`config.mk`:
```
export PLATFORM = sky130hd
export DESIGN_NAME = pipe_hazard_ctrl
export DESIGN_NICKNAME = d
export VERILOG_FILES = /design/src/rtl/pipe_hazard_ctrl.sv
export SDC_FILE = /design/constraint.sdc
export NUM_CORES = 1
export LEC_CHECK = 0
export ABC_CLOCK_PERIOD_IN_PS = 1500
export CAP_MARGIN = 40
export CORE_MARGIN = 2
export CORE_UTILIZATION = 39
export CTS_BUF_LIST = sky130_fd_sc_hd__clkbuf_8
export DETAILED_ROUTE_END_ITERATION = 8
export GPL_TIMING_DRIVEN = 0
export PLACE_DENSITY = 0.81
export SYNTH_ARGS = -nofsm -noshare
export SYNTH_HDL_FRONTEND = slang
export SYNTH_SLANG_ARGS = --single-unit
```
`constraint.sdc`:
```
create_clock -name clk -period 1.5 [get_ports clk]
set_input_delay 0.15 -clock clk [delete_from_list [all_inputs] [get_ports clk]]
set_output_delay 0.15 -clock clk [all_outputs]
set_load 0.01 [all_outputs]
```
`src/rtl/pipe_hazard_ctrl.sv`:
```
// Pipeline stall/flush controller: merges memory waits, load-use, divider
// occupancy and EX branch resolution into per-stage stalls and flush strobes.
module pipe_hazard_ctrl #(
    parameter int unsigned STAGE_NUM = 6,
    parameter int unsigned DIV_LAT   = 32
) (
    input  logic                 clk,
    input  logic                 rstn,
    input  logic                 im_stall,
    input  logic                 dm_stall,
    input  logic                 ex_mem_read,
    input  logic [4:0]           ex_rd,
    input  logic [4:0]           id_rs1,
    input  logic [4:0]           id_rs2,
    input  logic                 id_rs1_en,
    input  logic                 id_rs2_en,
    input  logic                 branch_taken,
    input  logic                 div_start,
    output logic [STAGE_NUM-1:0] stall,
    output logic                 redirect,
    output logic                 flush_if,
    output logic                 flush_id,
    output logic                 div_busy,
    output logic                 div_done
);

    localparam int unsigned CNT_W = (DIV_LAT > 1) ? $clog2(DIV_LAT) : 1;

    localparam logic [5:0] STALL_DM   = 6'b011111;
    localparam logic [5:0] STALL_DIV  = 6'b001111;
    localparam logic [5:0] STALL_LU   = 6'b000111;
    localparam logic [5:0] STALL_IM   = 6'b000011;
    localparam logic [5:0] STALL_NONE = 6'b000000;

    typedef enum logic [1:0] {
        IDLE = 2'd0,
        BUSY = 2'd1,
        DONE = 2'd2
    } div_state_e;

    div_state_e       state, state_next;
    logic [CNT_W-1:0] cnt, cnt_next;
    logic             pend, pend_next;

    logic             load_use;
    logic             div_occ;
    logic             ex_hold;
    logic             accept;
    logic [5:0]       stall_pat;

    // State, occupancy counter and pending-flush flag
    always_ff @(posedge clk or negedge rstn) begin
        if (!rstn) begin
            state <= IDLE;
            cnt   <= '0;
            pend  <= 1'b0;
        end else begin
            state <= state_next;
            cnt   <= cnt_next;
            pend  <= pend_next;
        end
    end

    // Divider occupancy FSM; the counter saturates at zero
    always_comb begin
        state_next = state;
        cnt_next   = cnt;
        case (state)
            IDLE: begin
                if (div_start && !dm_stall) begin
                    state_next = BUSY;
                    cnt_next   = CNT_W'(DIV_LAT - 1);
                end
            end
            BUSY: begin
                if (cnt == '0) begin
                    state_next = DONE;
                end else begin
                    cnt_next = cnt - CNT_W'(1);
                end
            end
            DONE: begin
                if (!dm_stall) begin
                    state_next = IDLE;
                end
            end
            default: begin
                state_next = IDLE;
                cnt_next   = '0;
            end
        endcase
    end

    // Hazard merge; a branch may only leave EX when EX is not held
    always_comb begin
        load_use  = ex_mem_read && (ex_rd != 5'd0) &&
                    ((id_rs1_en && (id_rs1 == ex_rd)) ||
                     (id_rs2_en && (id_rs2 == ex_rd)));
        div_occ   = (state == BUSY) || ((state == IDLE) && div_start);
        ex_hold   = dm_stall || (state == BUSY) || ((state == IDLE) && div_start);
        accept    = branch_taken && !ex_hold;
        stall_pat = STALL_NONE;
        if (dm_stall) begin
            stall_pat = STALL_DM;
        end else if (div_occ) begin
            stall_pat = STALL_DIV;
        end else if (load_use && !accept) begin
            stall_pat = STALL_LU;
        end else if (im_stall) begin
            stall_pat = STALL_IM;
        end
    end

    // A redirect during an outstanding fetch leaves one wrong-path word to drop
    always_comb begin
        pend_next = pend;
        if (accept && im_stall) begin
            pend_next = 1'b1;
        end else if (pend && !im_stall) begin
            pend_next = 1'b0;
        end
    end

    assign stall    = STAGE_NUM'(stall_pat);
    assign redirect = accept;
    assign flush_id = accept;
    assign flush_if = accept || (pend && !im_stall);
    assign div_busy = (state == BUSY);
    assign div_done = (state == DONE);

endmodule
```
Word level (Yosys, flattened, before mapping)
Index checks and enable logic that the tools add are counted.
W data, S select, Z words.
- bits of input ports: 24
- logic and storage cells: 51
- register bits after elaboration: 8
- output and inout port bits: 11
- reduce and logical (&&, ||, !) cells: 25
- add/subtract/negate cells: 1
- bitwise operators: 1
- eq/ne operators: 8
- muxes and demuxes: 13
- operators with widths (kind ; number):
    $mux W5 ; 3
    $pmux W5 S3 ; 1
    $eq A5 B5 Y1 ; 2
    $logic_and A1 B1 Y1 ; 10
    $mux W2 ; 4
    $ne A2 B2 Y1 const B ; 3
    $pmux W2 S3 ; 1
    $reduce_and A3 Y1 ; 2
    $logic_not A5 Y1 ; 1
    $logic_or A1 B1 Y1 ; 5
    $reduce_bool A5 Y1 ; 1
    $sub A5 B1 Y5 const B ; 1
    $logic_not A1 Y1 ; 4
    $mux W4 ; 1
    $mux W3 ; 1
    $eq A2 B1 Y1 const B ; 1
    $eq A2 B2 Y1 const B ; 1
    $logic_not A2 Y1 ; 1
    $mux W1 ; 2
    $ne A2 B1 Y1 const B ; 1
    $reduce_bool A2 Y1 ; 1
    $not A1 Y1 ; 1

Depth between registers and ports, before layout
Gate-level depths: netlist of run 1.
- word-level depth: 10
- mapped depth: 6

Worst setup path after synthesis of run 1
No wires, ideal clock.
- path kind: in2out
- from: input port ex_rd[3]
- to: output port stall[1]
- required time: 1.350 ns
- arrival: 1.173 ns
- stages: 5
- slack: 0.177 ns
- path buffers: 1
- cell sequence: xor2_1 -> nor4_2 -> a32oi_1 -> o211ai_1 -> buf_4
- cells in the longest elaborated chain, start to end: 8
- elaborated cells on any way between the ends: 12
- ends and longest elaborated chain (what ; RTL line ; source):
    start: declaration ; 12 ; input logic [4:0] ex_rd,
    $eq A5 B5 Y1 (on tied branches) ; 97, 98 ;
    $logic_and A1 B1 Y1 (on tied branches) ; 97, 98 ;
    $logic_or A1 B1 Y1 ; 97 ; ((id_rs1_en && (id_rs1 == ex_rd)) ||
    $logic_and A1 B1 Y1 (*) ; 96 ; load_use = ex_mem_read && (ex_rd != 5'd0) &&
    $logic_and A1 B1 Y1 (*) ; 107 ; end else if (load_use && !accept) begin
    $mux W3 (*) ; 107 ;
    $mux W4 (*) ; 105 ; end else if (div_occ) begin
    $mux W5 (*) ; 103 ; if (dm_stall) begin
    end: declaration ; 19 ; output logic [STAGE_NUM-1:0] stall,
Mark *: on every way between the ends. The rest lies on a longest branch, timed or not.

Worst setup path after layout of run 1
- from: input port id_rs2_en
- to: output port stall[1]
- cells in the longest elaborated chain, start to end: 7
- ends and longest elaborated chain (what ; RTL line ; source):
    start: declaration ; 16 ; input logic id_rs2_en,
    $logic_and A1 B1 Y1 ; 98 ; (id_rs2_en && (id_rs2 == ex_rd)));
    $logic_or A1 B1 Y1 ; 97 ;
    $logic_and A1 B1 Y1 ; 96 ;
    $logic_and A1 B1 Y1 ; 107 ;
    $mux W3 ; 107 ;
    $mux W4 ; 105 ;
    $mux W5 ; 103 ;
Every way passes these cells.

==> impl_metrics.ini, run 1 <==
[setup_path]
rr_worst_depth = 6
worstPathMaxFanout = 2
critPathArrivalTime_ns = 1.35
critPathMaxStageDelay_ns = 0.39
reg2reg_slack_ns = 0.04
path_cells = clkdlybuf4s50_1, and2_1, a32oi_1, o211ai_1, buf_4, buf_6
critPathRequiredTime_ns = 1.35
crit_path_end_kind = output port
cp-start-kind = input port
timing.rr.end = cnt[0]
setup.worst_path.class = in2out
reg2reg_from = cnt[1]
slowest_stage = clkdlybuf4s50_1

[routing]
antenna_left = 0
firstDrtPassIters = 4
drc_errors = 0
route.detailed.wl_per_inst_um = 14.2
vias_per_cell = 5.11
wl_um = 1860
num_vias = 670
drtIter0Drc = 10

[die]
start_util = 0.417
num_io_pins = 35
die_height_um = 44.4
coreArea_um2 = 1520
die-area_um2 = 1970
rows = 14
die_width_um = 44.4

[logic_synthesis]
synth_ff_type = dfrtp_1
yosys.area.top_type_share = 0.315
synth_edf_count = 0
synth.cell_area_um2 = 636
netlist_instances = 72
ys_async_sr_fraction = 1.00
ys_types = 31
synth.avg_cell_area_um2 = 8.83
ys_ff_latch = 8
yosysTopAreaCell = dfrtp_1
ys_seq_area_frac = 0.315
syn_nets = 97
ys_warn_count = 0
ys_top_cells_by_area = dfrtp_1 (31%), xor2_1 (11%), a21oi_1 (4.7%)

[sta]
min_period_over_period = 1.00
final-setup-viol-count = 1
clock.fmax_ghz = 0.665
rsz0062_at_grt = true
layout_min_cycle_time_ns = 1.50
finalMaxSlewViolations = 0
whs_ns = 0.199
finalWorstSetupSlack_ns = -0.00314
fin_worst_skew_ns = 0.00739
hold_viol_final = 0

[pwr]
internal_power_w = 0.000812
power.leakage_nw = 0.532
switchingPower_w = 0.000468
clkPwrFrac = 0.202
share_comb_of_total_power = 0.477
peakVddDrop_mv = 1.03
power_density_nw_per_um2 = 1190
p_sw_frac = 0.366
pwr-share-seq = 0.321

[clock_tree]
cts_hold_buf = 0
clkLatencyLatePin_ns = 0.23
clock_sinks = 8
cts.clk_slew.worst_paths_ns = 0.04
cts-buffers-inserted = 3
clock_path_buffers = 2
cts_root_buf = clkbuf_8
cts_tree = done
h-tree-depth = 1

[cells_and_area]
area_growth_pct = 69.7
final_util = 0.708
insertedDiodeCount = 0
drive_gt1_frac = 0.374
layout.nets = 142

[flow_run]
maxCapViolCount = 0

[status]
violations = negative setup slack
outcome = finished with violations

[grt]
grt_max_degree = 9
grt_first_pass_wirelength_um = 2850
grt_pass1_vias = 678
antenna_found_initial = 0
grt_use_total = 0.198
overflow = 0

[placement]
hpwl_um = 1390
port_buffers = 33
place_congestion = 0.810

[hold_path]
holdCritPathClass = in2async
-- final cells by class --
type / instances / area (um^2)
plain buffers: 4 / 30.0
clock buffers: 3 / 41.3
fillers: 139 / 445
inverters: 6 / 22.5
multi-input cells: 53 / 414
flip-flops and latches: 8 / 203
well taps: 16 / 20.0
repair buffers: 41 / 348
-- metrics by stage --
step	area, um^2	power (W)	setup WS (ns)	setup TNS, ns	cells
3_3_place_gp	986	0.000915	-0.799	-3.42	121
2_1_floorplan	636	0.000729	0.177	0	72
3_5_place_dp	986	0.000943	-0.898	-3.77	121
4_1_cts	1030	0.00120	-0.0851	-0.141	126
5_1_grt	1080	0.00138	-0.0783	-0.195	131
6_report	1080	0.00128	-0.00314	-0.00314	131
-- worst max-delay path: cells and delay by family --
family                 cells  cell delay (ns)
buffers and inverters      3             0.65
AOI/OAI and AO/OA          2             0.39
and+or+nand+nor            1             0.16
-- kinds of logic after synthesis --
family,after synthesis,share of synthesized area
AOI/OAI and AO/OA,22,0.226
xor gates and xnor gates,10,0.138
adders and majority gates,1,0.0197
buffers and inverters,11,0.0905
DFF,8,0.315
other,1,0.00590
and+or+nand+nor,19,0.205
-- cells in the final DEF, fill, tap and decap left out, drive strengths merged, types with 2 or more instances in the layout --
| cell | netlist | routed |
|---|---|---|
| xor2 | 8 | 8 |
| dlymetal6s2s | 0 | 3 |
| nor4 | 3 | 3 |
| and2 | 2 | 2 |
| dfrtp | 8 | 8 |
| a21o | 2 | 2 |
| a21oi | 6 | 6 |
| buf | 5 | 21 |
| nor3 | 5 | 5 |
| o21ai | 6 | 6 |
| clkbuf | 0 | 9 |
| inv | 6 | 6 |
| nor2 | 3 | 3 |
| clkdlybuf4s15 | 0 | 4 |
| nor2b | 2 | 2 |
| clkdlybuf4s50 | 0 | 7 |
| xnor2 | 2 | 2 |
| dlygate4sd2 | 0 | 4 |
-- power groups by stage --
stage,clock [W],combinational (W),sequential (W)
6_report,0.000259,0.000611,0.000410
5_1_grt,0.000271,0.000686,0.000423
2_1_floorplan,0,0.000336,0.000393
4_1_cts,0.000258,0.000531,0.000412
3_3_place_gp,0,0.000506,0.000409
3_5_place_dp,0,0.000525,0.000417
-- flip-flops by register name, indices dropped and copies added, names as in the netlist --
signal	count
pend	1
state	2
cnt	5
-- cell usage after synthesis (all sizes together) (2+ instances only) --
master and instances:
buf 5, xor2 8, and2 2, inv 6, nor2 3, dfrtp 8, nor3 5, o21ai 6
nor4 3, a21o 2, nor2b 2, xnor2 2, a21oi 6
-- how the worst max path moves through the flow --
| stage | startpoint | cells after the start | slack [ns] | end |
|---|---|---|---|---|
| global route | id_rs2_en | 6 | -0.08 | stall[1] |
| global placement | ex_rd[3] | 7 | -0.80 | stall[1] |
| finish | id_rs2_en | 6 | -0.003 | stall[1] |
| detailed placement | ex_rd[2] | 7 | -0.90 | stall[1] |
| floorplan | ex_rd[3] | 5 | 0.18 | stall[1] |
| CTS | ex_rd[1] | 6 | -0.09 | stall[1] |
-- repair_timing --
action                                  4_1_cts  5_1_grt
resized for setup                            61       28
endpoints found under the setup margin        9       11
hold endpoints to repair                      0        0
pin swaps                                    10       14
setup buffers                                 3        5
-- per-layer routing --
metal	wire length, um	global-route usage
met1	748	0.234
met2	1020	0.371
met3	88	0.0490
met4	0	0.0182
met5	0	0
No activity file was read; power rests on OpenSTA's default activity.
==> run 2, diff against run 1 <==
Settings changed: CAP_MARGIN 40 to not set, CORE_UTILIZATION 39 to 37, CTS_BUF_LIST sky130_fd_sc_hd__clkbuf_8 to not set, PLACE_DENSITY 0.81 to 0.77.
==> run 2 against run 1 <==
  * Maximum frequency fell by 2.5%
  * Sequential share of layout area is 0.54 points higher
  * Critical path depth unchanged
  * First-iteration DRC count grew to 2.9 times the previous value
  * Non-clock buffer count unchanged
  * Via count increased by 6.9%
  * Final cell count unchanged
  * Highest routed layer is now met4
  * The run still ends with negative setup slack left
  * Core utilization shrank 3.5 points
  * Register-to-register slack about the same
==> impl_metrics.ini, run 2 (synthesis results as in run 1) <==
[status]
violations = negative setup slack
outcome = finished with violations

[routing]
drtIter0Drc = 29
wl_um = 1920
drc_errors = 0
firstDrtPassIters = 4
antenna_left = 0
num_vias = 716
route.detailed.wl_per_inst_um = 14.7
vias_per_cell = 5.47

[sta]
whs_ns = 0.160
fin_worst_skew_ns = 0.0125
rsz0062_at_grt = true
min_period_over_period = 1.03
finalMaxSlewViolations = 0
hold_viol_final = 0
final-setup-viol-count = 1
layout_min_cycle_time_ns = 1.54
finalWorstSetupSlack_ns = -0.0417
setup_tns_ns = -0.0417
clock.fmax_ghz = 0.649

[grt]
overflow = 0
antenna_found_initial = 0
grt_max_degree = 9
grt_pass1_vias = 685
grt_first_pass_wirelength_um = 2840
grt_use_total = 0.187

[die]
die_width_um = 45.4
coreArea_um2 = 1560
die-area_um2 = 2070
die_height_um = 45.4
rows = 14
num_io_pins = 35
start_util = 0.408

[cells_and_area]
n_fill_cell = 139
top_register = cnt
regArea_um2 = 203
layout.nets = 142
final_util = 0.673
multi_input_area_um2 = 424
top_regs = cnt x5, state x2, pend x1
drive_gt1_frac = 0.426
largest_reg_flops = 5
insertedDiodeCount = 0
area_growth_pct = 65.0
layout_common_cells = buf_4 (12), buf_2 (12), clkdlybuf4s50_1 (8)

[pwr]
power.leakage_nw = 0.499
peakVddDrop_mv = 1.02
power_density_nw_per_um2 = 1180

[clock_tree]
clkLatencyLatePin_ns = 0.26
cts.clk_slew.worst_paths_ns = 0.06
clock_path_buffers = 2
cts_hold_buf = 0
cts-buffers-inserted = 3
cts_root_buf = clkbuf_4
cts_tree = done
h-tree-depth = 1
clock_sinks = 8

[setup_path]
crit_path_end_kind = output port
crit_family = flip-flops
critPathRequiredTime_ns = 1.35
slowest_stage = dfrtp_2
critPathBufInv = 3
cp-startpoint = state[0]
setup.worst_path.class = reg2out
reg2reg_slack_ns = 0.04
critPathMaxStageDelay_ns = 0.43
cp-start-kind = flip-flop
timing.rr.end = cnt[0]
worstPathMaxFanout = 4
path_cells = nor2_2, o21ba_2, buf_4, o211ai_1, buf_4, buf_6
path_depth = 6
reg2reg_from = cnt[0]
critPathArrivalTime_ns = 1.39
path_common_cell = buf_4
cp-endpoint = stall[1]
rr_worst_depth = 7

[placement]
hpwl_um = 1350
place_congestion = 0.842
port_buffers = 33

[flow_run]
maxCapViolCount = 0

[hold_path]
holdCritPathClass = in2async
-- run 2: cell types whose count changed in the layout (fill, tap and decap cells not counted), moves of 2 or more --
cell / delta
buf_2: +7
clkbuf_2: -3
clkbuf_4: +3
clkbuf_8: -3
buf_6: -2
-- run 2: timing repair --
action / 4_1_cts / 5_1_grt
setup endpoints to repair: 9 / 13
pin swaps: 14 / 5
gates resized for setup: 73 / 20
setup buffers: 4 / 4
cloned: 0 / 0
-- run 2: layer usage --
metal  GRT usage  vias up  share of wire
li1            -      335              -
met1       0.239      338           0.39
met2       0.307       37           0.52
met3      0.0635        6          0.073
met4      0.0353        0          0.012
met5           0        -              0
-- run 2: how the worst min path moves through the flow --
stage               start        to  slack (ns)  cells past startpoint
detailed placement   rstn  state[1]        0.45                      1
global route         rstn    cnt[2]        0.18                      1
floorplan            rstn    cnt[0]       -0.15                      0
global placement     rstn    cnt[2]        0.45                      1
CTS                  rstn    cnt[2]        0.18                      1
finish               rstn    cnt[2]        0.16                      1
-- run 2: final cells by class --
type                            count  share of cell area
Sequential cell                     8               0.193
Inverter                            6              0.0251
Clock buffer                        3              0.0215
Buffer                              4              0.0286
Multi-Input combinational cell     53               0.405
Tap cell                           16              0.0191
Timing Repair Buffer               41               0.308
-- run 2: through the flow --
stage               power, W  std cells  cell area [um^2]  setup WS [ns]
floorplan           0.000729         72               636          0.177
global placement    0.000917        121               986         -0.798
detailed placement  0.000939        121               986         -0.880
CTS                  0.00111        127              1000        -0.0519
global route         0.00133        131              1050         -0.125
finish               0.00123        131              1050        -0.0417
-- run 2: power by group --
part           leakage [nW]  switching [W]  internal, W  total [W]
registers            0.0921       0.000109     0.000304   0.000413
clock network        0.0138      0.0000785    0.0000919   0.000170
logic                 0.393       0.000310     0.000339   0.000650
total                 0.499       0.000498     0.000735    0.00123
